## src/rtl/seven_seg_scanner_pkg.sv

```systemverilog
// Shared definitions for the seven-segment scanner: FSM phase type, hex glyph
// table and pin-polarity helpers.
package seven_seg_scanner_pkg;

  typedef enum logic {
    ST_BLANK = 1'b0,
    ST_ON    = 1'b1
  } phase_e;

  // Active-high glyphs, bit order {g,f,e,d,c,b,a}
  localparam logic [6:0] HEX_SEG [16] = '{
    7'h3F, 7'h06, 7'h5B, 7'h4F, 7'h66, 7'h6D, 7'h7D, 7'h07,
    7'h7F, 7'h6F, 7'h77, 7'h7C, 7'h39, 7'h5E, 7'h79, 7'h71
  };

  function automatic logic [6:0] seg_off(input int com_anode);
    return (com_anode != 0) ? 7'h7F : 7'h00;
  endfunction

  function automatic logic com_on(input int com_anode);
    return (com_anode != 0);
  endfunction

endpackage

```

## src/rtl/seven_seg_scanner_hex_to_seg.sv

```systemverilog
// Nibble to active-high seven-segment glyph; polarity is applied by the caller.
module hex_to_seg
  import seven_seg_scanner_pkg::*;
(
  input  logic [3:0] nib_i,
  output logic [6:0] seg_o
);

  assign seg_o = HEX_SEG[nib_i];

endmodule

```

## src/rtl/seven_seg_scanner.sv

```systemverilog
// Time-multiplexed N-digit seven-segment driver with dead-time blanking,
// leading-zero suppression and frame-synchronous double-buffered loading.
module seven_seg_scanner
  import seven_seg_scanner_pkg::*;
#(
  parameter int NUM_DIGITS   = 4,
  parameter int COM_ANODE    = 1,
  parameter int CLK_HZ       = 12000000,
  parameter int DIGIT_HZ     = 2000,
  parameter int BLANK_CYCLES = 32
) (
  input  logic                    clk,
  input  logic                    rst_n,
  input  logic [4*NUM_DIGITS-1:0] value_i,
  input  logic [NUM_DIGITS-1:0]   dp_i,
  input  logic [NUM_DIGITS-1:0]   digit_en_i,
  input  logic                    lz_suppress_i,
  input  logic                    load_i,
  output logic [6:0]              seg_o,
  output logic                    dp_out_o,
  output logic [NUM_DIGITS-1:0]   com_o,
  output logic                    frame_start_o
);

  localparam int DIGIT_TICKS = CLK_HZ / DIGIT_HZ;
  localparam int DIV_W       = (DIGIT_TICKS > 2) ? $clog2(DIGIT_TICKS) : 1;
  localparam int IDX_W       = $clog2(NUM_DIGITS);

  localparam logic [6:0] SEG_OFF = seg_off(COM_ANODE);
  localparam logic       COM_ACT = com_on(COM_ANODE);
  localparam logic       DP_OFF  = (COM_ANODE != 0);
  localparam logic [NUM_DIGITS-1:0] COM_IDLE = {NUM_DIGITS{~COM_ACT}};

  if (NUM_DIGITS < 2 || NUM_DIGITS > 8) begin : g_bad_digits
    $error("seven_seg_scanner: NUM_DIGITS must be 2..8");
  end
  if (BLANK_CYCLES <= 0 || BLANK_CYCLES >= DIGIT_TICKS) begin : g_bad_blank
    $error("seven_seg_scanner: need 0 < BLANK_CYCLES < DIGIT_TICKS");
  end

  typedef logic [NUM_DIGITS-1:0][3:0] nibs_t;

  logic [DIV_W-1:0] div_q, div_d;
  logic [IDX_W-1:0] idx_q, idx_d;
  phase_e           state_q, state_d;
  logic             boundary;

  nibs_t                 cap_val_q, cap_val_d, sh_val_q, sh_val_d;
  logic [NUM_DIGITS-1:0] cap_dp_q, cap_dp_d, cap_en_q, cap_en_d;
  logic                  cap_lz_q, cap_lz_d, pend_q, pend_d;
  logic [NUM_DIGITS-1:0] sh_dp_q, sh_dp_d, sh_en_q, sh_en_d, sh_lzm_q, sh_lzm_d;
  logic [NUM_DIGITS-1:0] lit;
  logic [6:0]            glyph;

  logic [6:0]            seg_q, seg_d;
  logic                  dp_out_q, dp_out_d, fs_q, fs_d;
  logic [NUM_DIGITS-1:0] com_q, com_d;

  // Blank from the top down while digits read as zero; digit 0 always shows.
  function automatic logic [NUM_DIGITS-1:0] lz_scan(input nibs_t v,
                                                     input logic [NUM_DIGITS-1:0] en,
                                                     input logic lz);
    logic [NUM_DIGITS-1:0] m;
    logic blank;
    m     = '0;
    blank = lz;
    for (int i = NUM_DIGITS - 1; i > 0; i--) begin
      blank = blank && (!en[i] || (v[i] == 4'h0));
      m[i]  = blank;
    end
    return m;
  endfunction

  // Prescaler and digit index
  always_comb begin
    div_d = div_q + 1'b1;
    idx_d = idx_q;
    if (div_q == DIV_W'(DIGIT_TICKS - 1)) begin
      div_d = '0;
      idx_d = (idx_q == IDX_W'(NUM_DIGITS - 1)) ? '0 : idx_q + 1'b1;
    end
  end

  assign boundary = (div_q == '0) && (idx_q == '0);

  // Capture / pending / shadow
  always_comb begin
    cap_val_d = cap_val_q;
    cap_dp_d  = cap_dp_q;
    cap_en_d  = cap_en_q;
    cap_lz_d  = cap_lz_q;
    pend_d    = pend_q;
    sh_val_d  = sh_val_q;
    sh_dp_d   = sh_dp_q;
    sh_en_d   = sh_en_q;
    sh_lzm_d  = sh_lzm_q;
    if (boundary && pend_q) begin
      sh_val_d = cap_val_q;
      sh_dp_d  = cap_dp_q;
      sh_en_d  = cap_en_q;
      sh_lzm_d = lz_scan(cap_val_q, cap_en_q, cap_lz_q);
      pend_d   = 1'b0;
    end
    if (load_i) begin
      cap_val_d = value_i;
      cap_dp_d  = dp_i;
      cap_en_d  = digit_en_i;
      cap_lz_d  = lz_suppress_i;
      pend_d    = 1'b1;
    end
  end

  assign lit = sh_en_q & ~sh_lzm_q;

  hex_to_seg u_dec (
    .nib_i (sh_val_q[idx_q]),
    .seg_o (glyph)
  );

  // Slot FSM: next phase plus next registered pin values
  always_comb begin
    state_d  = state_q;
    seg_d    = SEG_OFF;
    dp_out_d = DP_OFF;
    com_d    = COM_IDLE;
    fs_d     = boundary;
    if (div_d == '0)                         state_d = ST_BLANK;
    else if (div_d == DIV_W'(BLANK_CYCLES))  state_d = ST_ON;
    if (state_q == ST_ON && lit[idx_q]) begin
      com_d[idx_q] = COM_ACT;
      seg_d        = (COM_ANODE != 0) ? ~glyph : glyph;
      dp_out_d     = sh_dp_q[idx_q] ? ~DP_OFF : DP_OFF;
    end
  end

  always_ff @(posedge clk or negedge rst_n) begin
    if (!rst_n) begin
      div_q     <= '0;
      idx_q     <= '0;
      state_q   <= ST_BLANK;
      cap_val_q <= '0;
      cap_dp_q  <= '0;
      cap_en_q  <= '0;
      cap_lz_q  <= 1'b0;
      pend_q    <= 1'b0;
      sh_val_q  <= '0;
      sh_dp_q   <= '0;
      sh_en_q   <= '0;
      sh_lzm_q  <= '0;
      seg_q     <= SEG_OFF;
      dp_out_q  <= DP_OFF;
      com_q     <= COM_IDLE;
      fs_q      <= 1'b0;
    end else begin
      div_q     <= div_d;
      idx_q     <= idx_d;
      state_q   <= state_d;
      cap_val_q <= cap_val_d;
      cap_dp_q  <= cap_dp_d;
      cap_en_q  <= cap_en_d;
      cap_lz_q  <= cap_lz_d;
      pend_q    <= pend_d;
      sh_val_q  <= sh_val_d;
      sh_dp_q   <= sh_dp_d;
      sh_en_q   <= sh_en_d;
      sh_lzm_q  <= sh_lzm_d;
      seg_q     <= seg_d;
      dp_out_q  <= dp_out_d;
      com_q     <= com_d;
      fs_q      <= fs_d;
    end
  end

  assign seg_o         = seg_q;
  assign dp_out_o      = dp_out_q;
  assign com_o         = com_q;
  assign frame_start_o = fs_q;

endmodule

```

## config.mk

```make
export PLATFORM = sky130hd
export DESIGN_NAME = seven_seg_scanner
export DESIGN_NICKNAME = d
export VERILOG_FILES = /design/src/rtl/seven_seg_scanner_pkg.sv /design/src/rtl/seven_seg_scanner_hex_to_seg.sv /design/src/rtl/seven_seg_scanner.sv
export SDC_FILE = /design/constraint.sdc
export NUM_CORES = 1
export LEC_CHECK = 0
export BUFFER_PORTS_ARGS = -buffer_cell sky130_fd_sc_hd__buf_2
export CORE_UTILIZATION = 45
export CTS_CLUSTER_DIAMETER = 30
export DETAILED_ROUTE_END_ITERATION = 8
export GPL_TIMING_DRIVEN = 0
export REMOVE_ABC_BUFFERS = 1
export SLEW_MARGIN = 20
export SYNTH_ARGS = -nofsm -noshare
export SYNTH_HDL_FRONTEND = slang
export SYNTH_SLANG_ARGS = --single-unit
```

## constraint.sdc

```tcl
create_clock -name clk -period 4.49 [get_ports clk]
set_input_delay 0.898 -clock clk [delete_from_list [all_inputs] [get_ports clk]]
set_output_delay 0.898 -clock clk [all_outputs]
set_load 0.01 [all_outputs]
```

After elaboration in Yosys (flattened, before gate mapping):

Memories as Yosys holds them, arrays and structs flattened.
Index checks and enable logic that the tools add are counted.

* register bits after elaboration: 82
* memory bits (read-only): 112
* input bits: 28
* output and inout bits: 13
* logic and storage cells: 76
* memories kept: 1

Memories
* (name not given): words 16, bits a word 7, read ports 1, clocked after Yosys merged registers in 0, write ports 0, RTL line seven_seg_scanner_hex_to_seg.sv:9 `assign seg_o = HEX_SEG[nib_i];`

* add/sub/neg operators: 2
* $lt $le $gt $ge: 3
* equal/unequal tests: 3
* muxes and demuxes: 20
* bitwise operators: 4
* reduce and logical (&&, ||, !) cells: 21

Operators with widths (count)
* 13-bit zero test: 2
* 7-bit two-way mux: 3
* 13-bit by 1-bit adder with 13-bit output (second input constant): 1
* 13-bit equality test (second input constant): 1
* 13-bit by 6-bit equality test with 1-bit output (second input constant): 1
* 13-bit two-way mux: 1
* 4-bit zero test: 3
* 1-bit two-way mux: 9
* 4-bit binary-select mux with 2-bit select: 1
* 4-bit two-way mux: 2
* 1-bit logical AND: 7
* 7-bit NOT: 1
* 5-bit >= comparator (second input constant): 1
* 4-bit NOT with 5-bit output: 1
* 4-bit bitwise AND: 1
* 1-bit binary-select mux with 2-bit select: 2
* 4-bit NOT: 1
* 2-bit nonzero test: 2
* 1-bit zero test: 3
* 1-bit logical OR: 3
* 2-bit by 3-bit < comparator with 1-bit output (second input constant): 1
* 2-bit by 1-bit adder with 2-bit output (second input constant): 1
* 1-bit demux with 2-bit select: 1
* 2-bit equality test (second input constant): 1
* 3 further kinds: 3

Logic depth before layout (Yosys ltp):

Gate-level depths: netlist of the first run.

* word-level depth: 8
* depth in mapped cells: 10

By module:

Synthesis of the first run repeated with hierarchy kept, for this count alone.

* cells, all modules: 296
* area total of the unflattened synthesis: 3849.9 sq um

Modules (own cells, without submodules)
* seven_seg_scanner: instances 1, cells an instance 263, area an instance 3559.7 sq um, seq. area each 2062.0 sq um
* hex_to_seg: instances 1, cells an instance 33, area an instance 290.3 sq um, seq. area each 0.0 sq um

Worst setup path before layout of the first run:

No wires, ideal clock.

* path kind: register -> register
* from: register div_q[0]
* to: register state_q
* library setup time: 0.128 ns
* arrival: 2.125 ns
* data required time: 4.362 ns
* slack: 2.237 ns
* cell stages (with the launch flop): 8
* buffers on the path: 0
* clock period less this slack: 2.253 ns
* path through: dfrtp_1 -> ha_1 -> and3_1 -> and4_4 -> nor2_2 -> or4_4 -> nor4b_2 -> mux2_1

* cells in the longest elaborated chain, start to end: 4

Ends and longest elaborated chain
* start, declared: RTL line seven_seg_scanner.sv:43 `logic [DIV_W-1:0] div_q, div_d;`
* start signal, assigned: RTL line seven_seg_scanner.sv:155 `div_q <= div_d;`
* 13-bit by 1-bit adder with 13-bit output or 13-bit equality test (tied branches): RTL line seven_seg_scanner.sv:76, seven_seg_scanner.sv:78
* 13-bit two-way mux *: RTL line seven_seg_scanner.sv:78 `if (div_q == DIV_W'(DIGIT_TICKS - 1)) begin`
* via div_d[3]: RTL line seven_seg_scanner.sv:43
* 13-bit by 6-bit equality test with 1-bit output or 13-bit zero test (tied branches): RTL line seven_seg_scanner.sv:128, seven_seg_scanner.sv:127
* 2-bit nonzero test (no line) or 1-bit two-way mux (tied branches)
* end signal, assigned: RTL line seven_seg_scanner.sv:157 `state_q <= state_d;`
* end, declared: RTL line seven_seg_scanner.sv:45 `phase_e state_q, state_d;`

Mark *: on every way through the listed nets, which the timed path passes. The rest lies on a longest branch.
A chain may end at the register's enable or synchronous reset.

Final worst setup path of the first run:

* from: register idx_q[0]
* to: register sh_lzm_q[1]

* cells in the longest elaborated chain, start to end: 3

Ends and longest elaborated chain
* start, declared: RTL line seven_seg_scanner.sv:44 `logic [IDX_W-1:0] idx_q, idx_d;`
* start signal, assigned: RTL line seven_seg_scanner.sv:156 `idx_q <= idx_d;`
* 2-bit zero test: RTL line seven_seg_scanner.sv:84 `assign boundary = (div_q == '0) && (idx_q == '0);`
* 1-bit logical AND: RTL line seven_seg_scanner.sv:84
* via boundary: RTL line seven_seg_scanner.sv:46 `logic boundary;`
* 1-bit logical AND: RTL line seven_seg_scanner.sv:97 `if (boundary && pend_q) begin`
* end signal, assigned: RTL line seven_seg_scanner.sv:166 `sh_lzm_q <= sh_lzm_d;`
* end, declared: RTL line seven_seg_scanner.sv:51 `logic [NUM_DIGITS-1:0] sh_dp_q, sh_dp_d, sh_en_q, sh_en_d, sh_lzm_q, sh_lzm_d;`

The timed path passes the listed nets, and every way through them passes these cells.

==> impl_metrics.toml, run 1 <==
[status]
outcome = "completed"

[drt]
detail_route.iter0.violations = 66
drtPass1Iterations = 4
detail_route.drc_violations = 0
final_antenna_net_count = 0
num_vias = 2209
routed_wl_mm = 6.24
viasPerCell = 5.19
route.detailed.wl_per_inst_um = 14.6

[sta]
layout_worst_path_cycle_share_pct = 57.6
timing.setup.tns_ps = 0
setup_slack_ps = 1910
timing.clock.skew_ps = 5.75
final-hold-violation-count = 0
worst_slew_margin_rel_pct = 56.7
report.final.slew_viol_count = 0
worst_pin_slew_ps = 647
report.final.setup_viol = 0
rsz0062_at_grt = "false"
fmax_mhz = 387
period_minus_slack_ps = 2580

[pwr]
share_seq_of_total_power_pct = 53.7
intPower_mw = 1.17
total_switching_power_uw = 331
static-leakage-power_nw = 1.90
sw_frac_of_total_pct = 22.1
power.density_cell_area_nw_per_um2 = 354
power.ir.vdd_worst_mv = 0.221
clockPowerShare_pct = 39.4
combPwrFrac_pct = 6.9

[critical_path]
critPathCaptureType = "register"
cp_data_arrival_time_ps = 2870
critPathKind = "register to register"
r2r.worst_path.cells = 7
reg2reg_slack_ps = 1910
crit-reg2reg-capture = "sh_lzm_q[1]"
r2r-start = "idx_q[0]"
worstPathMaxFanout = 29
setup.worst_path.start_class = "register"
critPathRequiredTime_ps = 4780

[synth]
synth_sequential_area_ratio_pct = 55.6
postSynthAreaPerCell_um2 = 13.2
leading_area_contributor_after_synthesis = "dfrtp_1"
synth-edff-count = 0
synthTopCellsByCount = "dfrtp_1, mux2_2, nand2_1, nor2_1, ha_1"
synth_top_flop_cell = "dfrtp_1"
synth-async-reset-ratio_pct = 100
synth.most_common_cell = "dfrtp_1"
syn-instance-count = 282
post_synth_num_cell_types = 49
syn-cell-area_um2 = 3710
synth_area_leaders = "dfrtp_1, mux2_2, dfstp_2"
total_of_warnings_raised_by_yosys = 0
synth_seq_cells = 82
post-synth-top-area-fraction_pct = 49.9

[floorplan]
io_pins = 41
die-width_um = 92.8
design.die.area_um2 = 8610
design.core.area_um2 = 7850
core.rowCount = 32
initial_core_util_pct = 47.3
die_h_um = 92.8

[place]
place.port_buffers = 40
post-place-ws_ps = 1450
post_dp_cell_area_um2 = 4000
gp_congestion = 0.813
place.detailed.hpwl_mm = 4.36

[clock_tree]
clock_tree_from_tritoncts = "yes"
cts-resized-gates = 0
cts_hold_buf = 0
clkLatencyLatePin_ps = 350
cts.clk_slew.worst_paths_ps = 80
post_cts_repair_setup_buffers = 0
clock_tree.htree_level_count = 3
cts.root.buffer_cell = "clkbuf_8"
numClockSinks = 82
cts-buffers-inserted = 9
cts.path.max_buffers = 2

[global_routing]
antenna_violations_before_repair = 0
groute.layer.met3.usage_pct = 5.34
grt_first_pass_wirelength_mm = 11.0
globalRouteOverflowTotal = 0
grt_pass1_vias = 2240
aggregate_global_route_resource_usage_pct = 16.9
grt.met1_usage_pct = 23.2
grt_start_max_net_pins = 46
grt_most_used_layer = "met2"
globalRouteMet2Util_pct = 25.2

[min_path]
hold_path_class = "register to register"
hold_path_end = "sh_lzm_q[2]"
holdPathStages = 1
timing.hold.worst.start = "sh_lzm_q[2]"

[final_layout]
fraction_of_layout_instances_using_a_drive_strength_above_1_pct = 39.8
diodes = 0
syn_to_final_growth_pct = 13.9
fillCellCount = 749
postLayoutCellArea_um2 = 4230
nNetsFinal = 359

[run]
drv.max_cap_violation_count = 0
-- critical path, cell delays in order, from the launching register on --
cell	delay, ps
dfrtp_1	590
inv_1	230
ha_1	210
nand4_1	110
nor3_2	260
nand2_2	450
a211oi_1	480
a22o_1	200
-- final cells by class --
class,instances,area [um2],share of cell area (%)
tap,102,128,3.02
timing repair buffer,41,230,5.45
sequential,82,2060,48.8
clock inverter,6,88.8,2.10
clock buffer,10,138,3.26
inverter,11,41.3,0.977
multi-input combinational,174,1540,36.4
-- cells in the final DEF, fill, tap and decap left out, types with 3 or more instances in the layout --
| cell type | count |
|---|---|
| nand4_1 | 4 |
| mux4_2 | 6 |
| dfrtp_1 | 74 |
| nor2_1 | 13 |
| a21oi_1 | 4 |
| o211ai_1 | 3 |
| nand2_1 | 14 |
| buf_2 | 39 |
| ha_1 | 12 |
| dfstp_2 | 8 |
| and3_1 | 3 |
| nand3_1 | 4 |
| and2_1 | 5 |
| or3_1 | 3 |
| mux2_2 | 50 |
| xor2_1 | 8 |
| clkbuf_8 | 10 |
| nand2b_1 | 3 |
| inv_1 | 11 |
| o21ai_0 | 5 |
-- worst max-delay path by stage --
stage,start,to,slack (ps),cells after the start
finish,idx_q[0],sh_lzm_q[1],1910,7
global route,idx_q[0],sh_lzm_q[1],1570,7
CTS,idx_q[0],sh_lzm_q[1],1430,7
detailed placement,idx_q[0],sh_lzm_q[1],1450,7
global placement,idx_q[0],sh_lzm_q[1],1550,7
floorplan,div_q[0],state_q,2170,7
-- per-layer routing --
metal	share of wire, %	vias up
met5	0	-
met4	1.4	0
met3	4.4	7
met2	45	43
met1	49	1082
li1	-	1077
-- power by group through the flow --
stage	combinational, mW	sequential [mW]	clock, mW
2_1_floorplan	0.0586	0.812	0
3_3_place_gp	0.101	0.818	0
3_5_place_dp	0.106	0.819	0
4_1_cts	0.107	0.804	0.611
5_1_grt	0.118	0.810	0.637
6_report	0.104	0.803	0.590
-- metrics by stage --
step	total power [mW]	instances	hold slack (ps)	util (%)
floorplan	0.871	267	441	-
global placement	0.918	409	454	50.6
detailed placement	0.925	410	462	50.9
CTS	1.52	426	481	53.8
global route	1.56	426	506	53.9
finish	1.50	426	478	53.9
-- sequential cells by signal, indices dropped and copies added, names as in the netlist --
name,count
cap_val_q,16
sh_val_q,16
div_q,13
seg_o,7
cap_dp_q,4
cap_en_q,4
com_o,4
sh_dp_q,4
sh_en_q,4
sh_lzm_q,3
idx_q,2
cap_lz_q,1
dp_out_o,1
frame_start_o,1
pend_q,1
state_q,1
-- cells by family after synthesis --
group / count (synthesis) / synth area share [%]
AOI/OAI and AO/OA: 29 / 5.67
buffers and inverters: 26 / 3.00
xor gates and xnor gates: 10 / 2.36
DFF: 82 / 55.6
and+or+nand+nor: 65 / 9.95
adders and majority gates: 12 / 4.05
muxes: 58 / 19.4
Note: power is estimated with default switching activity, not from simulation.
==> run 2, diff against run 1 <==
Settings changed: PLACE_DENSITY set to 0.66.
Clock period 4.49 ns to 2.35 ns, I/O delays scaled along.
==> impl_metrics.toml, run 2 (synthesis gave the netlist of run 1 again) <==
[place]
place.detailed.hpwl_mm = 4.35
post-place-cells = 410
gp_congestion = 0.791
place.port_buffers = 40

[clock_tree]
cts.clk_slew.worst_paths_ps = 80
numClockSinks = 82
cts_hold_buf = 0
cts-buffers-inserted = 9
clock_tree.htree_level_count = 3
cts.root.buffer_cell = "clkbuf_8"
cts.path.max_buffers = 2
clkLatencyLatePin_ps = 350
clock_tree_from_tritoncts = "yes"

[critical_path]
setup.worst_path.start_class = "register"
critPathKind = "register to register"
critPathCaptureType = "register"
critPathMaxStageDelay_ps = 490
cp_data_arrival_time_ps = 2500
cp_slowest_cell = "or4_4"
critPathRequiredTime_ps = 2580
cells_traversed_along_the_worst_timing_path = "ha_2 > and3_2 > and4_4 > nor2_2 > or4_4 > nor4b_4 > mux2_1"
worstPathMaxFanout = 4
path_delay_family = "simple AND/OR/NAND/NOR gates"
critical_path.n_buffers_inverters = 0

[pwr]
power_mw = 2.75
combPwrFrac_pct = 7.3
total_switching_power_uw = 652
clockPowerShare_pct = 36.9
sw_frac_of_total_pct = 23.7
static-leakage-power_nw = 1.92
power.density_cell_area_nw_per_um2 = 642
share_seq_of_total_power_pct = 55.8
power.ir.vdd_worst_mv = 0.343
intPower_mw = 2.10

[final_layout]
final_core_utilization_pct = 54.5
layout_common_cells = "dfrtp_1, mux2_2, buf_2"
fraction_of_layout_instances_using_a_drive_strength_above_1_pct = 43.5
nNetsFinal = 364
diodes = 0
finalNonFillerCells = 431
layout_top_registers = "cap_val_q: 16 flops, sh_val_q: 16 flops, div_q: 13 flops"
syn_to_final_growth_pct = 15.4
layout_commonest_cell = "dfrtp_1"

[floorplan]
design.core.area_um2 = 7850
initial_core_util_pct = 47.3
core.rowCount = 32
io_pins = 41
die-width_um = 92.8
design.die.area_um2 = 8610
die_h_um = 92.8

[drt]
detail_route.iter0.violations = 111
num_vias = 2269
viasPerCell = 5.26
route.detailed.wl_per_inst_um = 15.0
detail_route.drc_violations = 0
final_antenna_net_count = 0
routed_wl_mm = 6.45
drtPass1Iterations = 4

[sta]
rsz0062_at_grt = "false"
period_minus_slack_ps = 2260
worst_pin_slew_ps = 571
fmax_mhz = 442
timing.clock.skew_ps = 6.80
worst_slew_margin_rel_pct = 61.9
final-hold-violation-count = 0
fin_hold_ws_ps = 61.3
layout_worst_path_cycle_share_pct = 96.3
report.final.slew_viol_count = 0
report.final.setup_viol = 0

[global_routing]
groute.layer.met3.usage_pct = 2.71
grt_most_used_layer = "met2"
antenna_violations_before_repair = 0
grt_start_max_net_pins = 50
grt_first_pass_wirelength_mm = 10.8
grt_pass1_vias = 2218
grt.met1_usage_pct = 23.5
globalRouteMet2Util_pct = 24.0
aggregate_global_route_resource_usage_pct = 16.3
globalRouteOverflowTotal = 0

[run]
drv.max_cap_violation_count = 0

[status]
outcome = "completed"

[min_path]
hold_path_class = "primary input to async pin"
==> run 2: final timing paths <==
check | startpoint | to | cells past startpoint | slack [ps]
hold / removal | rst_n | com_o[2] | 1 | 60
hold reg to reg | sh_lzm_q[3] | sh_lzm_q[3] | 2 | 480
setup / recovery | div_q[1] | state_q | 7 | 90
min in group clk | value_i[1] | cap_val_q[1] | 2 | 340
setup reg to reg | div_q[1] | state_q | 7 | 90
max in group asynchronous | rst_n | seg_o[4] | 2 | 1680
==> run 2: layout make-up <==
cell class,instances,area [um2]
multi-input combinational,175,1580
clock buffer,9,124
clock inverter,7,76.3
timing repair buffer,45,260
inverter,11,41.3
sequential,82,2070
tap,102,128
fill,710,3570
==> run 2: layer usage <==
| metal | up-vias | routed length, um |
|---|---|---|
| li1 | 1095 | - |
| met1 | 1123 | 3220 |
| met2 | 40 | 2890 |
| met3 | 11 | 210 |
| met4 | 0 | 132 |
| met5 | - | 0 |
==> run 2: repair_timing <==
item | CTS | global route
setup endpoints to repair | 28 | 28
gates resized for setup | 5 | 8
pin swaps | 1 | 1
cloned | 0 | 1
setup buffers | 3 | 1
==> run 2: power groups by stage <==
stage	Clock [mW]	Combinational [mW]	Sequential [mW]
5_1_grt	1.11	0.225	1.55
6_report	1.01	0.200	1.54
3_3_place_gp	0	0.191	1.56
2_1_floorplan	0	0.112	1.55
4_1_cts	1.05	0.204	1.54
3_5_place_dp	0	0.203	1.56
==> run 2: through the flow <==
| stage | worst slack [ps] | cell area, um2 | setup TNS [ps] |
|---|---|---|---|
| finish | 87.8 | 4280 | 0 |
| global route | 1.30 | 4280 | 0 |
| CTS | 1.35 | 4240 | 0 |
| detailed placement | -621 | 4000 | -11980 |
| global placement | -545 | 3970 | -10870 |
| floorplan | 30.7 | 3640 | 0 |
